==> src/rtl/shift_arbiter_if.sv <==
// Request/response bundle for the shared shifter: two valid/ready request
// channels and one valid/ready response channel.
interface shift_arbiter_if;
    logic        req0_valid;
    logic        req0_ready;
    logic [15:0] req0_src;
    logic [3:0]  req0_shamt;
    logic [1:0]  req0_dir;

    logic        req1_valid;
    logic        req1_ready;
    logic [15:0] req1_src;
    logic [3:0]  req1_shamt;
    logic [1:0]  req1_dir;

    logic        rsp_valid;
    logic        rsp_ready;
    logic [15:0] rsp_data;
    logic        rsp_zr;
    logic        rsp_id;
    logic        busy;

    modport master (
        output req0_valid, req0_src, req0_shamt, req0_dir,
        input  req0_ready,
        output req1_valid, req1_src, req1_shamt, req1_dir,
        input  req1_ready,
        input  rsp_valid, rsp_data, rsp_zr, rsp_id, busy,
        output rsp_ready
    );

    modport slave (
        input  req0_valid, req0_src, req0_shamt, req0_dir,
        output req0_ready,
        input  req1_valid, req1_src, req1_shamt, req1_dir,
        output req1_ready,
        output rsp_valid, rsp_data, rsp_zr, rsp_id, busy,
        input  rsp_ready
    );
endinterface

==> src/rtl/shift_arbiter.sv <==
// Two-requester arbiter in front of one 16-bit logical shifter; one operation
// in flight, operands registered before shifting, result held until taken.
module shift_arbiter #(
    parameter bit RR_EN = 1'b1
) (
    input  logic            clk,
    input  logic            rst,
    shift_arbiter_if.slave  bus
);

    typedef enum logic [1:0] {StIdle, StShift, StResp} state_e;

    state_e      state_q, state_d;
    logic        last_grant_q, last_grant_d;
    logic [15:0] src_q, src_d;
    logic [3:0]  shamt_q, shamt_d;
    logic [1:0]  dir_q, dir_d;
    logic        id_q, id_d;
    logic [15:0] rsp_data_q, rsp_data_d;
    logic        rsp_zr_q, rsp_zr_d;
    logic        rsp_valid_q, rsp_valid_d;

    logic        grant;
    logic [15:0] shift_out;

    // Requester 1 wins when alone, or on a round-robin tie after requester 0 last won.
    assign grant = bus.req1_valid & (~bus.req0_valid | (RR_EN & ~last_grant_q));

    assign shift_out = (dir_q == 2'd1) ? (src_q << shamt_q) : (src_q >> shamt_q);

    always_comb begin
        state_d        = state_q;
        last_grant_d   = last_grant_q;
        src_d          = src_q;
        shamt_d        = shamt_q;
        dir_d          = dir_q;
        id_d           = id_q;
        rsp_data_d     = rsp_data_q;
        rsp_zr_d       = rsp_zr_q;
        rsp_valid_d    = rsp_valid_q;
        bus.req0_ready = 1'b0;
        bus.req1_ready = 1'b0;

        unique case (state_q)
            StIdle: begin
                if (bus.req0_valid | bus.req1_valid) begin
                    bus.req0_ready = ~grant;
                    bus.req1_ready = grant;
                    src_d          = grant ? bus.req1_src   : bus.req0_src;
                    shamt_d        = grant ? bus.req1_shamt : bus.req0_shamt;
                    dir_d          = grant ? bus.req1_dir   : bus.req0_dir;
                    id_d           = grant;
                    last_grant_d   = grant;
                    state_d        = StShift;
                end
            end
            StShift: begin
                rsp_data_d  = shift_out;
                rsp_zr_d    = (shift_out == 16'h0000);
                rsp_valid_d = 1'b1;
                state_d     = StResp;
            end
            StResp: begin
                if (bus.rsp_ready) begin
                    rsp_valid_d = 1'b0;
                    state_d     = StIdle;
                end
            end
            default: state_d = StIdle;
        endcase
    end

    always_ff @(posedge clk) begin
        if (rst) begin
            state_q      <= StIdle;
            last_grant_q <= 1'b1;
            src_q        <= 16'h0000;
            shamt_q      <= 4'h0;
            dir_q        <= 2'h0;
            id_q         <= 1'b0;
            rsp_data_q   <= 16'h0000;
            rsp_zr_q     <= 1'b0;
            rsp_valid_q  <= 1'b0;
        end else begin
            state_q      <= state_d;
            last_grant_q <= last_grant_d;
            src_q        <= src_d;
            shamt_q      <= shamt_d;
            dir_q        <= dir_d;
            id_q         <= id_d;
            rsp_data_q   <= rsp_data_d;
            rsp_zr_q     <= rsp_zr_d;
            rsp_valid_q  <= rsp_valid_d;
        end
    end

    assign bus.rsp_valid = rsp_valid_q;
    assign bus.rsp_data  = rsp_data_q;
    assign bus.rsp_zr    = rsp_zr_q;
    assign bus.rsp_id    = id_q;
    assign bus.busy      = (state_q != StIdle);

endmodule

==> src/flat_wrapper.sv <==
// flat-port wrapper written by rule: the top's interface ports become plain ports
module shift_arbiter_flat 
#(
    parameter bit RR_EN = 1'b1
)
  (clk, rst, bus_req0_valid, bus_req0_src, bus_req0_shamt, bus_req0_dir, bus_req0_ready, bus_req1_valid, bus_req1_src, bus_req1_shamt, bus_req1_dir, bus_req1_ready, bus_rsp_valid, bus_rsp_data, bus_rsp_zr, bus_rsp_id, bus_busy, bus_rsp_ready);
  shift_arbiter_if bus_i ();
  input  logic clk;
  input  logic rst;
  input wire logic [$bits(bus_i.req0_valid)-1:0] bus_req0_valid;
  input wire logic [$bits(bus_i.req0_src)-1:0] bus_req0_src;
  input wire logic [$bits(bus_i.req0_shamt)-1:0] bus_req0_shamt;
  input wire logic [$bits(bus_i.req0_dir)-1:0] bus_req0_dir;
  output wire logic [$bits(bus_i.req0_ready)-1:0] bus_req0_ready;
  input wire logic [$bits(bus_i.req1_valid)-1:0] bus_req1_valid;
  input wire logic [$bits(bus_i.req1_src)-1:0] bus_req1_src;
  input wire logic [$bits(bus_i.req1_shamt)-1:0] bus_req1_shamt;
  input wire logic [$bits(bus_i.req1_dir)-1:0] bus_req1_dir;
  output wire logic [$bits(bus_i.req1_ready)-1:0] bus_req1_ready;
  output wire logic [$bits(bus_i.rsp_valid)-1:0] bus_rsp_valid;
  output wire logic [$bits(bus_i.rsp_data)-1:0] bus_rsp_data;
  output wire logic [$bits(bus_i.rsp_zr)-1:0] bus_rsp_zr;
  output wire logic [$bits(bus_i.rsp_id)-1:0] bus_rsp_id;
  output wire logic [$bits(bus_i.busy)-1:0] bus_busy;
  input wire logic [$bits(bus_i.rsp_ready)-1:0] bus_rsp_ready;
  assign bus_i.req0_valid = bus_req0_valid;
  assign bus_i.req0_src = bus_req0_src;
  assign bus_i.req0_shamt = bus_req0_shamt;
  assign bus_i.req0_dir = bus_req0_dir;
  assign bus_req0_ready = bus_i.req0_ready;
  assign bus_i.req1_valid = bus_req1_valid;
  assign bus_i.req1_src = bus_req1_src;
  assign bus_i.req1_shamt = bus_req1_shamt;
  assign bus_i.req1_dir = bus_req1_dir;
  assign bus_req1_ready = bus_i.req1_ready;
  assign bus_rsp_valid = bus_i.rsp_valid;
  assign bus_rsp_data = bus_i.rsp_data;
  assign bus_rsp_zr = bus_i.rsp_zr;
  assign bus_rsp_id = bus_i.rsp_id;
  assign bus_busy = bus_i.busy;
  assign bus_i.rsp_ready = bus_rsp_ready;
  shift_arbiter #(.RR_EN(RR_EN)) u_core (.clk(clk), .rst(rst), .bus(bus_i));
endmodule
==> config.mk <==
export PLATFORM = sky130hd
export DESIGN_NAME = shift_arbiter_flat
export DESIGN_NICKNAME = d
export VERILOG_FILES = /design/src/rtl/shift_arbiter_if.sv /design/src/rtl/shift_arbiter.sv /design/src/flat_wrapper.sv
export SDC_FILE = /design/constraint.sdc
export NUM_CORES = 1
export LEC_CHECK = 0
export ABC_AREA = 1
export BUFFER_PORTS_ARGS = -buffer_cell sky130_fd_sc_hd__buf_2
export CELL_PAD_IN_SITES_DETAIL_PLACEMENT = 0
export CELL_PAD_IN_SITES_GLOBAL_PLACEMENT = 2
export CORE_ASPECT_RATIO = 0.6
export CORE_MARGIN = 2
export CORE_UTILIZATION = 30
export CTS_BUF_LIST = sky130_fd_sc_hd__clkbuf_8
export CTS_CLUSTER_SIZE = 8
export DETAILED_ROUTE_END_ITERATION = 8
export GPL_TIMING_DRIVEN = 0
export MAX_ROUTING_LAYER = met4
export PLACE_DENSITY = 0.92
export SLEW_MARGIN = 40
export SYNTH_ARGS = -nofsm -noshare
export SYNTH_HDL_FRONTEND = slang
export SYNTH_SLANG_ARGS = --single-unit
==> constraint.sdc <==
create_clock -name clk -period 2.8 [get_ports clk]
set_clock_uncertainty 0.15 [all_clocks]
set_input_delay 0 -clock clk [delete_from_list [all_inputs] [get_ports clk]]
set_output_delay 0 -clock clk [all_outputs]
set_load 0.02 [all_outputs]
# Word level (Yosys, flattened, before mapping)

Cells that the tools add are included.

Equal/unequal tests: 5
Shift operators: 2
Mux-type cells: 13
Bitwise logic cells: 6
Reductions and logical operators: 7

Operator list:

| kind               | number |
|---|---|
| $mux 16            | 2 |
| $logic_not 16->1   | 1 |
| $shl 16x4->16      | 1 |
| $shr 16x4->16      | 1 |
| $mux 2             | 3 |
| $pmux 2 s3         | 1 |
| $reduce_and 2->1   | 3 |
| $mux 1             | 5 |
| $eq 2x1->1 const B | 2 |
| $mux 4             | 1 |
| $reduce_bool 2->1  | 2 |
| $not 1->1          | 3 |
| $eq 2x2->1 const B | 1 |
| $logic_not 2->1    | 1 |
| $ne 2x1->1 const B | 1 |
| $ne 2x2->1 const B | 1 |
| $or 1x1->1         | 2 |
| $pmux 1 s2         | 1 |
| $and 1x1->1        | 1 |

Bits in registers: 44
Input port bits: 49
Output and inout bits: 22
Logic and storage cells: 42

# Depth between registers and ports, before layout

Gate-level depths: netlist of the first run.

Word-level depth: 6
Gate-level depth with buffers: 13
Mapped depth without buffers: 12

# Worst setup path before layout of the first run

Ideal clock, no wire load.

Path type: register to register
Start point: register u_core.dir_q[0]
End point: register u_core.rsp_zr_q (netlist: u_core.bus.rsp_zr)
Arrival time: 1.315 ns
Path slack: 1.219 ns
Cell stages (with the launch flop): 13
Cells stage by stage: dfxtp_1 > inv_1 > nor2_1 > inv_1 > nor2_2 > buf_2 > nand3_1 > nand3_1 > nor2_1 > nand2_1 > nor2_1 > nand2_1 > a21oi_1

Word-level cells in the longest chain between the ends: 3

RTL lines:

| what                   | RTL line            | source |
|---|---|---|
| start, declared        | shift_arbiter.sv:17 | `logic [1:0] dir_q, dir_d;` |
| start signal, assigned | shift_arbiter.sv:89 | `dir_q <= dir_d;` |
| $eq 2x1->1             | shift_arbiter.sv:29 | `assign shift_out = (dir_q == 2'd1) ? (src_q << shamt_q) : (src_q >> shamt_q);` |
| $mux 16                | shift_arbiter.sv:29 |  |
| $logic_not 16->1       | shift_arbiter.sv:59 | `rsp_zr_d = (shift_out == 16'h0000);` |
| end signal, assigned   | shift_arbiter.sv:92 | `rsp_zr_q <= rsp_zr_d;` |
| end, declared          | shift_arbiter.sv:20 | `logic rsp_zr_q, rsp_zr_d;` |

No other way between the ends.
A chain may end at the register's enable or synchronous reset.

==> results.md, run 1 <==
* Run status: finished, final reports clean
* Post-synth top area share at 30.14%
* Number of max-slew violations in the final report at 0
* CTS Buf Count at 5
* Clock net sink count at 44
* Setup crit start kind: input pin
* Summed negative setup slack over all endpoints at 0 ns
* Routed wire length at about 11000 um
* Wire length of the first global-routing pass at 18580 um
* Maximum clock rate at 0.4426 GHz
* Hold depth at 6
* Die X-Extent at 131.4 um
* Util after Layout at 42.98%
* Largest cells by area after synthesis: sky130_fd_sc_hd__dfxtp_1, sky130_fd_sc_hd__nand2_1, sky130_fd_sc_hd__nand3_1
* Die area at 0.01057 sq mm
* Unrepaired setup endpoints after global routing: false
* Most frequent cells after synthesis: sky130_fd_sc_hd__nand2_1, sky130_fd_sc_hd__nand3_1, sky130_fd_sc_hd__nor2_1
* Number of buffers inserted by post-CTS setup repair at 0
* Distinct cell type count after synthesis at 20
* Total via count after detailed routing at 3877
* CTS root buffer: sky130_fd_sc_hd__clkbuf_8
* Worst setup EP type: register
* Layout Area Growth over Synthesis at 37.11%
* Number of remaining DRC errors at 0
* Normalized max-slew margin at around 53%
* Biggest area consumer among synthesized cells: sky130_fd_sc_hd__dfxtp_1
* Final-report hold violation count at 0
* Length of the first detailed-routing pass in iterations at 5
* Crit Path Category: in2reg
* Crit share post-route at 80.70%
* Total placed instance area at 0.003436 sq mm
* Mapped Nets at 555
* Clock transition at path regs at approximately 0.09 ns
* Type of the tightest min-delay check: in2reg
* Met1 Track Usage GR at 32.97%
* Congestion Overflow GR at 0
* Power density normalized to cell area at 541.0 mW/mm^2
* Count of mapped cells out of synthesis at 506
* Setup violations, final at 0
* Pre-CTS WS at 0.6954 ns
* Core ar. at 0.009324 sq mm
* Clk_lat worst skew at 0.31 ns
* I/O pin cnt at approximately 70
* Synthesized area per cell at ~5.8 sq um
* Number of antenna violations at the first check in global routing at 0
* Drt first-iter violations at 298
* Transition time at the pin with the least slew margin at 0.7002 ns
* Global routing's busiest layer: met2
* CTS tree: yes
* Total routing resource utilization after global routing at 22.85%
* Largest net degree at the start of global routing at 14
* Met3 GRT Util at 4.230%
* Synthesis-stage register bit count at 44
* Post-synth EDFFs at 0
* Fraction of layout instances using a drive strength above 1 at 15.66%
* Core Rows at 27
* Input/output buffers at 70
* Global Route met2 Usage at 32.98%
* Number of global-route vias before repair at 3673
* Summed instance area of the synthesized netlist at around 0.0029 sq mm
* Required time of the critical path at 2.90 ns
* Count of warnings emitted by yosys at 0
* Period minus WS final at 2.260 ns
* H-tree Lvls at 2
* Highest fanout seen on the critical path at 10
* Final routed wire length divided by cell count at approximately 15 um
* Pwr Total at 2.168 mW
* Placer Congestion at 0.9578
* Sequential cell area fraction in the yosys report at 30.14%
* Worst R2R Path Depth at 7
* Layout Cell Area excl Fill at 0.004008 sq mm
* Starting density of the core at 31.35%
* Via density per instance at 5.088
* Leakage power figure at 1.954 nW
* WP data arrival at between 2 and 2.5 ns
* Worst-case clock buffer depth at 2
* ANT nets after route at 0
* Worst setup margin at 0.5405 ns
* Die boundary height at 80.46 um
* Count leader, synth: sky130_fd_sc_hd__nand2_1
* Worst vdd ir at just over 0.2 mV
* Number of diodes at 0
* Share of flip-flops with an asynchronous set or reset after synthesis at 0%
* Max-capacitance violation count at 0
* Most used flip-flop cell after synthesis: sky130_fd_sc_hd__dfxtp_1
* Hpwl dp at 8806 um
* Final nets at 681
path summary, 6_finish.rpt:
| kind | from | endpoint | slack, ns |
|---|---|---|---|
| worst min register to register | u_core.bus.rsp_zr | u_core.bus.rsp_zr | 0.32 |
| worst min-delay path | bus_req0_valid | u_core.bus.rsp_id | 0.1 |
| worst max register to register | u_core.state_q[0] | u_core.src_q[7] | 0.54 |
| worst max-delay path | rst | u_core.src_q[14] | 0.54 |
state kept, by name (all words and copies together) (netlist names), 2 cells and up:
name,count
u_core.bus.rsp_data,16
u_core.src_q,16
u_core.shamt_q,4
u_core.dir_q,2
u_core.state_q,2
per-layer routing:
metal  wire, um  vias up
met1       6089     1791
met3        674       13
met2       4328      134
li1           -     1939
met4        117        0
met5          0        -
cell families after synthesis:
| family | count (synthesis) | share of synthesized area, % |
|---|---|---|
| compound gates | 67 | 12.63 |
| simple gates | 347 | 50.13 |
| buf+inv | 48 | 7.106 |
| flops | 44 | 30.14 |
critical path, cell delays in order:
cell and delay [ns]:
sky130_fd_sc_hd__dlygate4sd3_1 0.52, sky130_fd_sc_hd__buf_2 0.16, sky130_fd_sc_hd__inv_1 0.08, sky130_fd_sc_hd__clkbuf_1 0.28
sky130_fd_sc_hd__clkbuf_1 0.41, sky130_fd_sc_hd__o21ai_0 0.17, sky130_fd_sc_hd__a31oi_1 0.18, sky130_fd_sc_hd__dlygate4sd3_1 0.57
power by group:
| part | switching (mW) | internal [mW] |
|---|---|---|
| registers | 0.0601 | 0.699 |
| logic | 0.639 | 0.361 |
| clock network | 0.239 | 0.170 |
| total | 0.938 | 1.23 |
through the flow:
step,hold slack (ns),cells
3_3_place_gp,0.06106,706
6_report,0.09803,762
3_5_place_dp,0.06741,706
4_1_cts,0.1042,762
2_1_floorplan,-0.08093,506
5_1_grt,0.1643,762
layout by cell type (no fill, tap or decap):
master	n
sky130_fd_sc_hd__nand2_1	173
sky130_fd_sc_hd__nand3_1	104
sky130_fd_sc_hd__buf_2	80
sky130_fd_sc_hd__nor2_1	57
sky130_fd_sc_hd__dlygate4sd3_1	49
sky130_fd_sc_hd__dfxtp_1	44
sky130_fd_sc_hd__o21ai_0	37
sky130_fd_sc_hd__a31oi_1	23
sky130_fd_sc_hd__inv_1	16
sky130_fd_sc_hd__clkbuf_1	16
sky130_fd_sc_hd__nand2_2	7
sky130_fd_sc_hd__nand4_1	5
sky130_fd_sc_hd__clkbuf_8	5
sky130_fd_sc_hd__a21oi_1	3
sky130_fd_sc_hd__o21ai_1	2
sky130_fd_sc_hd__buf_4	2
sky130_fd_sc_hd__buf_1	2
sky130_fd_sc_hd__inv_2	1
sky130_fd_sc_hd__buf_6	1
sky130_fd_sc_hd__nor2_2	1
sky130_fd_sc_hd__o211ai_1	1
sky130_fd_sc_hd__a211oi_1	1
sky130_fd_sc_hd__clkinvlp_4	1
sky130_fd_sc_hd__clkinv_2	1
final cells by class:
type | count | area [sq um]
Fill cell | 1040 | 5316
Multi-Input combinational cell | 414 | 1834
Sequential cell | 44 | 880.8
Timing Repair Buffer | 119 | 840.8
Tap cell | 130 | 162.7
Buffer | 31 | 143.9
Clock buffer | 5 | 68.82
Inverter | 17 | 63.81
Clock inverter | 2 | 12.51
timing repair:
item	in CTS	in global routing
resized for setup	0	0
endpoints found under the hold margin	28	0
hold buffers	49	0
(Power assumes the default switching activity.)
==> run 2: changes to the inputs <==
ABC_AREA = 0   (was 1)
PLACE_DENSITY = 0.81   (was 0.92)
clock period = 2 ns   (was 2.8 ns; I/O delays follow)
==> results.md, run 2 <==
* Run status: finished with violations (was finished, final reports clean)
* Failing checks: setup timing
* Sequential cell area fraction in the yosys report at 26.05% (was 30.14%)
* Input/output buffers at 69 (was 70)
* Required time of the critical path at 2.12 ns (was 2.90 ns)
* Setup crit start kind: register (was input pin)
* Post-synth EDFFs at 0 (unchanged)
* Largest net degree at the start of global routing at 14 (unchanged)
* Total placed instance area at 0.003958 sq mm (was 0.003436 sq mm)
* Transition time at the pin with the least slew margin at 0.8336 ns (was 0.7002 ns)
* Die X-Extent at 141.1 um (was 131.4 um)
* Number of remaining DRC errors at 0 (unchanged)
* Crit Path Category: reg2reg (was in2reg)
* I/O pin cnt at 71 (unchanged)
* WHS Endpoint: u_core.state_q[0] (was u_core.bus.rsp_id)
* Commonest cells after routing, fill and taps aside: sky130_fd_sc_hd__buf_2, sky130_fd_sc_hd__nor2_1, sky130_fd_sc_hd__dlygate4sd3_1 (was sky130_fd_sc_hd__nand2_1, sky130_fd_sc_hd__nand3_1, sky130_fd_sc_hd__buf_2)
* Total via count after detailed routing at 3712 (was 3877)
* Max-capacitance violation count at 0 (unchanged)
* Most frequent cells after synthesis: sky130_fd_sc_hd__nor2_1, sky130_fd_sc_hd__dfxtp_1, sky130_fd_sc_hd__mux2i_1 (was sky130_fd_sc_hd__nand2_1, sky130_fd_sc_hd__nand3_1, sky130_fd_sc_hd__nor2_1)
* Unrepaired setup endpoints after global routing: true (was false)
* Detailed-routed wire length on met2 at 5260 um (was 4328 um)
* Crit share post-route at 129.7%
* Drt first-iter violations at 385 (was 298)
* Share of flip-flops with an asynchronous set or reset after synthesis at 0% (unchanged)
* Core ar. at 0.01078 sq mm (was 0.009324 sq mm)
* Wire length of the first global-routing pass at 20070 um (was 18580 um)
* Mapped Nets at 436 (was 555)
* Via density per instance at 5.499 (was 5.088)
* Hpwl dp at 9431 um (was 8806 um)
* Clock transition at path regs at 0.09 ns (about the same)
* Maximum clock rate at 0.3856 GHz
* Beginning of the worst register-to-register path: u_core.shamt_q[1] (was u_core.state_q[0])
* CTS root buffer: sky130_fd_sc_hd__clkbuf_8 (unchanged)
* Core Rows at 29 (was 27)
* Highest signal layer in the routed design: met4 (unchanged)
* Capture instance of the worst register-to-register path: u_core.bus.rsp_zr (was u_core.src_q[7])
* Clk_lat worst skew at 0.31 ns (about the same)
* Highest fanout seen on the critical path at 5 (was 10)
* Final routed wire length divided by cell count at 19.55 um (was 14.71 um)
* Final-report hold violation count at 0 (unchanged)
* CTS tree: yes (unchanged)
* Largest cells by area after synthesis: sky130_fd_sc_hd__dfxtp_1, sky130_fd_sc_hd__mux2i_1, sky130_fd_sc_hd__mux4_2 (was sky130_fd_sc_hd__dfxtp_1, sky130_fd_sc_hd__nand2_1, sky130_fd_sc_hd__nand3_1)
* ANT nets after route at 0 (unchanged)
* Final nets at 584 (was 681)
* WP data arrival at 2.71 ns (was 2.36 ns)
* Count of warnings emitted by yosys at 0 (unchanged)
* Sum of routed wire segments on met1 at 6724 um (was 6089 um)
* Clock net sink count at 44 (unchanged)
* Worst setup EP type: register (unchanged)
* CTS Buf Count at 5 (unchanged)
* Starting density of the core at 31.38% (was 31.35%)
* Distinct cell type count after synthesis at 58 (was 20)
* Number of max-slew violations in the final report at 0 (unchanged)
* Count of mapped cells out of synthesis at 387 (was 506)
* Wire length on met3 at 1058 um (was 674 um)
* Worst setup margin at -0.5935 ns (was 0.5405 ns)
* Worst vdd ir at 0.2684 mV (was 0.2015 mV)
* Leakage power figure at 2.083 nW (was 1.954 nW)
* H-tree Lvls at 2 (unchanged)
* Fraction of layout instances using a drive strength above 1 at 39.74% (was 15.66%)
* Worst-case clock buffer depth at 2 (unchanged)
* Length of the first detailed-routing pass in iterations at 6 (was 5)
* Congestion Overflow GR at 0 (unchanged)
* Layout Area Growth over Synthesis at 54.38% (was 37.11%)
* Number of antenna violations at the first check in global routing at 0 (unchanged)
* Hold depth at 4 (was 6)
* Synthesis-stage register bit count at 44 (unchanged)
* Most used flip-flop cell after synthesis: sky130_fd_sc_hd__dfxtp_1 (unchanged)
* Routed wire length at 13200 um (was 11210 um)
* Hold Startpoint: bus_req1_valid (was bus_req0_valid)
* Biggest area consumer among synthesized cells: sky130_fd_sc_hd__dfxtp_1 (unchanged)
* Die boundary height at 86.25 um (was 80.46 um)
* Die area at 0.01217 sq mm (was 0.01057 sq mm)
* Layout Cell Area excl Fill at 0.005221 sq mm (was 0.004008 sq mm)
* Post-synth top area share at 26.05% (was 30.14%)
* Count leader, synth: sky130_fd_sc_hd__nor2_1 (was sky130_fd_sc_hd__nand2_1)
* Power density normalized to cell area at 715.8 mW/mm^2 (was 541.0 mW/mm^2)
* Worst-case register-to-register setup slack at -0.59 ns (was 0.54 ns)
* Worst R2R Path Depth at 9 (was 7)
* Period minus WS final at 2.594 ns
* Most common cell after layout, fill and taps aside: sky130_fd_sc_hd__buf_2 (was sky130_fd_sc_hd__nand2_1)
* Setup violations, final at 13 (was 0)
* Number of diodes at 0 (unchanged)
* Type of the tightest min-delay check: in2reg (unchanged)
* Synthesized area per cell at 8.739 sq um (was 5.776 sq um)
* Pre-CTS WS at -0.8413 ns (was 0.6954 ns)
* Normalized max-slew margin at 44.43% (was 53.15%)
* Placer Congestion at 0.9602 (was 0.9578)
* Summed instance area of the synthesized netlist at 0.003382 sq mm (was 0.002923 sq mm)
* Number of global-route vias before repair at 3530 (was 3673)
* Total routing resource utilization after global routing at 21.99% (was 22.85%)
run 2: cell count changes after synthesis, moves of 9 or more:
| cell | before | now |
|---|---|---|
| sky130_fd_sc_hd__mux2_2 | 0 | 12 |
| sky130_fd_sc_hd__nand3_1 | 104 | 20 |
| sky130_fd_sc_hd__mux4_2 | 0 | 9 |
| sky130_fd_sc_hd__inv_1 | 16 | 2 |
| sky130_fd_sc_hd__a211oi_1 | 1 | 25 |
| sky130_fd_sc_hd__nand2_1 | 173 | 33 |
| sky130_fd_sc_hd__o21ai_0 | 37 | 4 |
| sky130_fd_sc_hd__mux2i_1 | 0 | 44 |
| sky130_fd_sc_hd__a31oi_1 | 23 | 4 |
| sky130_fd_sc_hd__a21oi_1 | 3 | 23 |
run 2: worst max-delay path: stages, from the launching register on:
cell	delay, ns
sky130_fd_sc_hd__dfxtp_4	0.41
sky130_fd_sc_hd__buf_12	0.13
sky130_fd_sc_hd__buf_12	0.13
sky130_fd_sc_hd__mux2i_4	0.26
sky130_fd_sc_hd__mux2i_2	0.12
sky130_fd_sc_hd__a31oi_1	0.23
sky130_fd_sc_hd__nand3_1	0.13
sky130_fd_sc_hd__or4_4	0.51
sky130_fd_sc_hd__nor4_4	0.29
sky130_fd_sc_hd__a41o_1	0.18
run 2: worst max path at each step:
stage                       from                 to  slack, ns  cells past startpoint
2_1_floorplan    u_core.src_q[7]  u_core.bus.rsp_zr      -0.26                      8
3_3_place_gp   u_core.shamt_q[0]  u_core.bus.rsp_zr      -0.89                      9
3_5_place_dp   u_core.shamt_q[0]  u_core.bus.rsp_zr      -0.84                      9
4_1_cts        u_core.shamt_q[1]  u_core.bus.rsp_zr      -0.58                      9
5_1_grt        u_core.shamt_q[1]  u_core.bus.rsp_zr      -0.64                      9
6_report       u_core.shamt_q[1]  u_core.bus.rsp_zr      -0.59                      9
run 2: through the flow:
step           util, %  cells  hold slack (ns)  TNS (ns)  power [mW]
3_3_place_gp     36.68    595           0.1224    -5.149       2.549
2_1_floorplan        -    387          0.03647   -0.2620       2.100
3_5_place_dp     36.72    595           0.1225    -4.745       2.539
5_1_grt          48.45    675           0.1154    -3.734       3.910
4_1_cts          44.25    656          0.04752    -2.957       3.412
6_report         48.45    675          0.06159    -2.948       3.737
run 2: where the power goes:
| part | switching (mW) | internal, mW |
|---|---|---|
| clock | 0.329 | 0.276 |
| combinational | 1.04 | 0.977 |
| sequential | 0.147 | 0.973 |
run 2: cell families after synthesis:
group | synth area share, %
mux | 28.78
buf+inv | 6.955
simple gates | 20.16
compound gates | 18.05
flops | 26.04
run 2: per-layer routing:
| metal | track usage (%) | up-vias |
|---|---|---|
| met2 | 29.70 | 151 |
| met5 | - | - |
| met1 | 33.22 | 1787 |
| met4 | 4.364 | 0 |
| li1 | - | 1759 |
| met3 | 4.862 | 15 |
run 2: layout make-up:
cell class / count / area, sq um
repair buffers: 141 / 1036
plain buffers: 36 / 364.1
multi-input cells: 304 / 2654
well taps: 139 / 173.9
clock buffers: 6 / 82.58
inverters: 3 / 12.51
fillers: 1057 / 5555
flip-flops and latches: 44 / 887.1
clock inverters: 2 / 11.26
run 2: repair_timing:
| action | in CTS | in global routing |
|---|---|---|
| gates cloned | 0 | 2 |
| endpoints found under the hold margin | 28 | 0 |
| setup endpoints to repair | 35 | 37 |
| hold buffers | 46 | 0 |
| setup buffers | 7 | 17 |
| gates resized for setup | 46 | 70 |
| pin swaps | 5 | 16 |
==> run 3: changes to the inputs <==
CORE_UTILIZATION = 31   (was 30)
PLACE_DENSITY = 0.84   (was 0.81)
SKIP_CTS_REPAIR_TIMING = 1   (was unset)
==> results.md, run 3 (synthesized netlist as in run 2, its figures left out) <==
* Congestion Overflow GR at 0 (unchanged)
* Highest fanout seen on the critical path at 5 (unchanged)
* WP data arrival at 2.71 ns (about the same)
* Normalized max-slew margin at 45.91% (was 44.43%)
* Die boundary height at 84.91 um (was 86.25 um)
* Period minus WS final at 2.614 ns (was 2.594 ns)
* Total routing resource utilization after global routing at 20.74% (was 21.99%)
* Final-report hold violation count at 0 (unchanged)
* CTS root buffer: sky130_fd_sc_hd__clkbuf_8 (unchanged)
* Storage element area at 888.4 sq um (was 887.1 sq um)
* Worst vdd ir at 0.2885 mV (was 0.2684 mV)
* Worst-case clock buffer depth at 2 (unchanged)
* Commonest cells after routing, fill and taps aside: sky130_fd_sc_hd__buf_2, sky130_fd_sc_hd__nor2_1, sky130_fd_sc_hd__dlygate4sd3_1 (unchanged)
* Total area of multi-input combinational cells at 0.002620 sq mm (was 0.002654 sq mm)
* Number of remaining DRC errors at 0 (unchanged)
* Worst setup EP type: register (unchanged)
* Worst setup margin at -0.6136 ns (was -0.5935 ns)
* Die X-Extent at 138.8 um (was 141.1 um)
* Number of diodes at 0 (unchanged)
* Failing checks: setup timing (unchanged)
* Final nets at 582 (was 584)
* Hpwl dp at 9276 um (was 9431 um)
* Run status: finished with violations (unchanged)
* Transition time at the pin with the least slew margin at 0.8114 ns (was 0.8336 ns)
* Number of max-slew violations in the final report at 0 (unchanged)
* Type of the tightest min-delay check: in2reg (unchanged)
* Placer Congestion at 1.028 (was 0.9602)
* Util after Layout at 48.49% (was 48.45%)
* Ordered cell list for the critical path: buf_12 > mux2_4 > mux4_2 > nand2_2 > o221ai_2 > a31oi_2 > nor4b_4 > a41o_1 (was buf_12 > buf_12 > mux2i_4 > mux2i_2 > a31oi_1 > nand3_1 > or4_4 > nor4_4 > a41o_1)
* Worst slack on hold paths at 0.06265 ns (was 0.06159 ns)
* CTS tree: yes (unchanged)
* Leakage power figure at 2.063 nW (was 2.083 nW)
* Total via count after detailed routing at 3788 (was 3712)
* Power density normalized to cell area at 712.4 mW/mm^2 (was 715.8 mW/mm^2)
* Max-capacitance violation count at 0 (unchanged)
* Largest net degree at the start of global routing at 14 (unchanged)
* Unrepaired setup endpoints after global routing: true (unchanged)
* Number of global-route vias before repair at 3253 (was 3530)
* CP bufs+invs at 1 (was 2)
* Core Rows at 29 (unchanged)
* Fillcell total at 1009 (was 1057)
* Setup crit start kind: register (unchanged)
* I/O pin cnt at 71 (unchanged)
* Delay of the slowest cell on the worst path at 0.55 ns (was 0.51 ns)
* Routed wire length at 13380 um (was 13200 um)
* Wire length of the first global-routing pass at 18360 um (was 20070 um)
* Setup violations, final at 13 (unchanged)
* Core ar. at 0.01060 sq mm (was 0.01078 sq mm)
* Starting density of the core at 31.92% (was 31.38%)
* Final routed wire length divided by cell count at 19.88 um (was 19.55 um)
* Clock net sink count at 44 (unchanged)
* Largest delay contributor family on the critical path: multiplexers (was simple AND/OR/NAND/NOR gates)
* Via density per instance at 5.629 (was 5.499)
* Crit share post-route at 130.7% (was 129.7%)
* Length of the first detailed-routing pass in iterations at 5 (was 6)
* Required time of the critical path at 2.10 ns (was 2.12 ns)
* Maximum clock rate at 0.3826 GHz (was 0.3856 GHz)
* Clock transition at path regs at 0.08 ns (was 0.09 ns)
* Layout Area Growth over Synthesis at 51.91% (was 54.38%)
* Drt first-iter violations at 376 (was 385)
* Input/output buffers at 69 (unchanged)
* Crit Path Category: reg2reg (unchanged)
* CTS Buf Count at 5 (unchanged)
* Die area at 0.01179 sq mm (was 0.01217 sq mm)
* ANT nets after route at 0 (unchanged)
* Clk_lat worst skew at 0.31 ns (about the same)
* Most common cell after layout, fill and taps aside: sky130_fd_sc_hd__buf_2 (unchanged)
* Fraction of layout instances using a drive strength above 1 at 38.58% (was 39.74%)
* Number of antenna violations at the first check in global routing at 0 (unchanged)
* Cell type of the slowest stage on the worst timing path: sky130_fd_sc_hd__mux4_2 (was sky130_fd_sc_hd__or4_4)
* H-tree Lvls at 2 (unchanged)
[run 3: changes by cell type in the layout (fill, tap and decap cells not counted), sizes merged]
cell	delta
buf	-1
clkbuf	-2
clkinv	+1
clkinvlp	-1
inv	+1
[run 3: through the flow]
step	instances	total power, mW	instance area, sq um	setup TNS [ns]	worst slack [ns]
2_1_floorplan	387	2.100	3433	-0.2620	-0.2612
3_3_place_gp	595	2.552	3953	-5.387	-0.9481
3_5_place_dp	595	2.534	3958	-4.893	-0.8721
4_1_cts	603	3.099	4039	-5.443	-0.8990
5_1_grt	673	3.834	5137	-4.149	-0.6827
6_report	673	3.660	5137	-3.131	-0.6136
[run 3: path summary, 6_finish.rpt]
check / endpoint / slack, ns / cells past startpoint / startpoint
max reg2reg: u_core.bus.rsp_zr / -0.61 / 8 / u_core.shamt_q[1]
min reg2reg: u_core.bus.rsp_data[11] / 0.31 / 2 / u_core.bus.rsp_data[11]
min: u_core.state_q[0] / 0.06 / 4 / bus_req1_valid
max: u_core.bus.rsp_zr / -0.61 / 8 / u_core.shamt_q[1]
[run 3: layer usage]
metal / GRT usage [%] / share of wire (%) / up-vias
met4: 4.040 / 1.1 / 0
met3: 4.458 / 7.9 / 18
li1: - / - / 1756
met5: - / 0 / -
met1: 31.53 / 48 / 1821
met2: 27.90 / 43 / 193
[run 3: report_power, final]
part | switching [mW] | internal, mW | total (mW)
sequential | 0.145 | 0.974 | 1.12
combinational | 1.03 | 0.950 | 1.98
clock | 0.327 | 0.236 | 0.563
total | 1.50 | 2.16 | 3.66
[run 3: final cells by class]
type	instances	area share, %
Tap cell	139	3.385
Multi-Input combinational cell	304	51.00
Sequential cell	44	17.29
Inverter	3	0.2435
Buffer	36	6.819
Clock inverter	3	0.2435
Timing Repair Buffer	139	19.68
Clock buffer	5	1.340
[run 3: worst reg2reg max path: cells and delay by family, from the launching register on]
family	cells	cell delay, ns
muxes	2	0.88
AOI/OAI and AO/OA	3	0.56
DFF	1	0.42
and+or+nand+nor	2	0.40
buffers and inverters	1	0.14
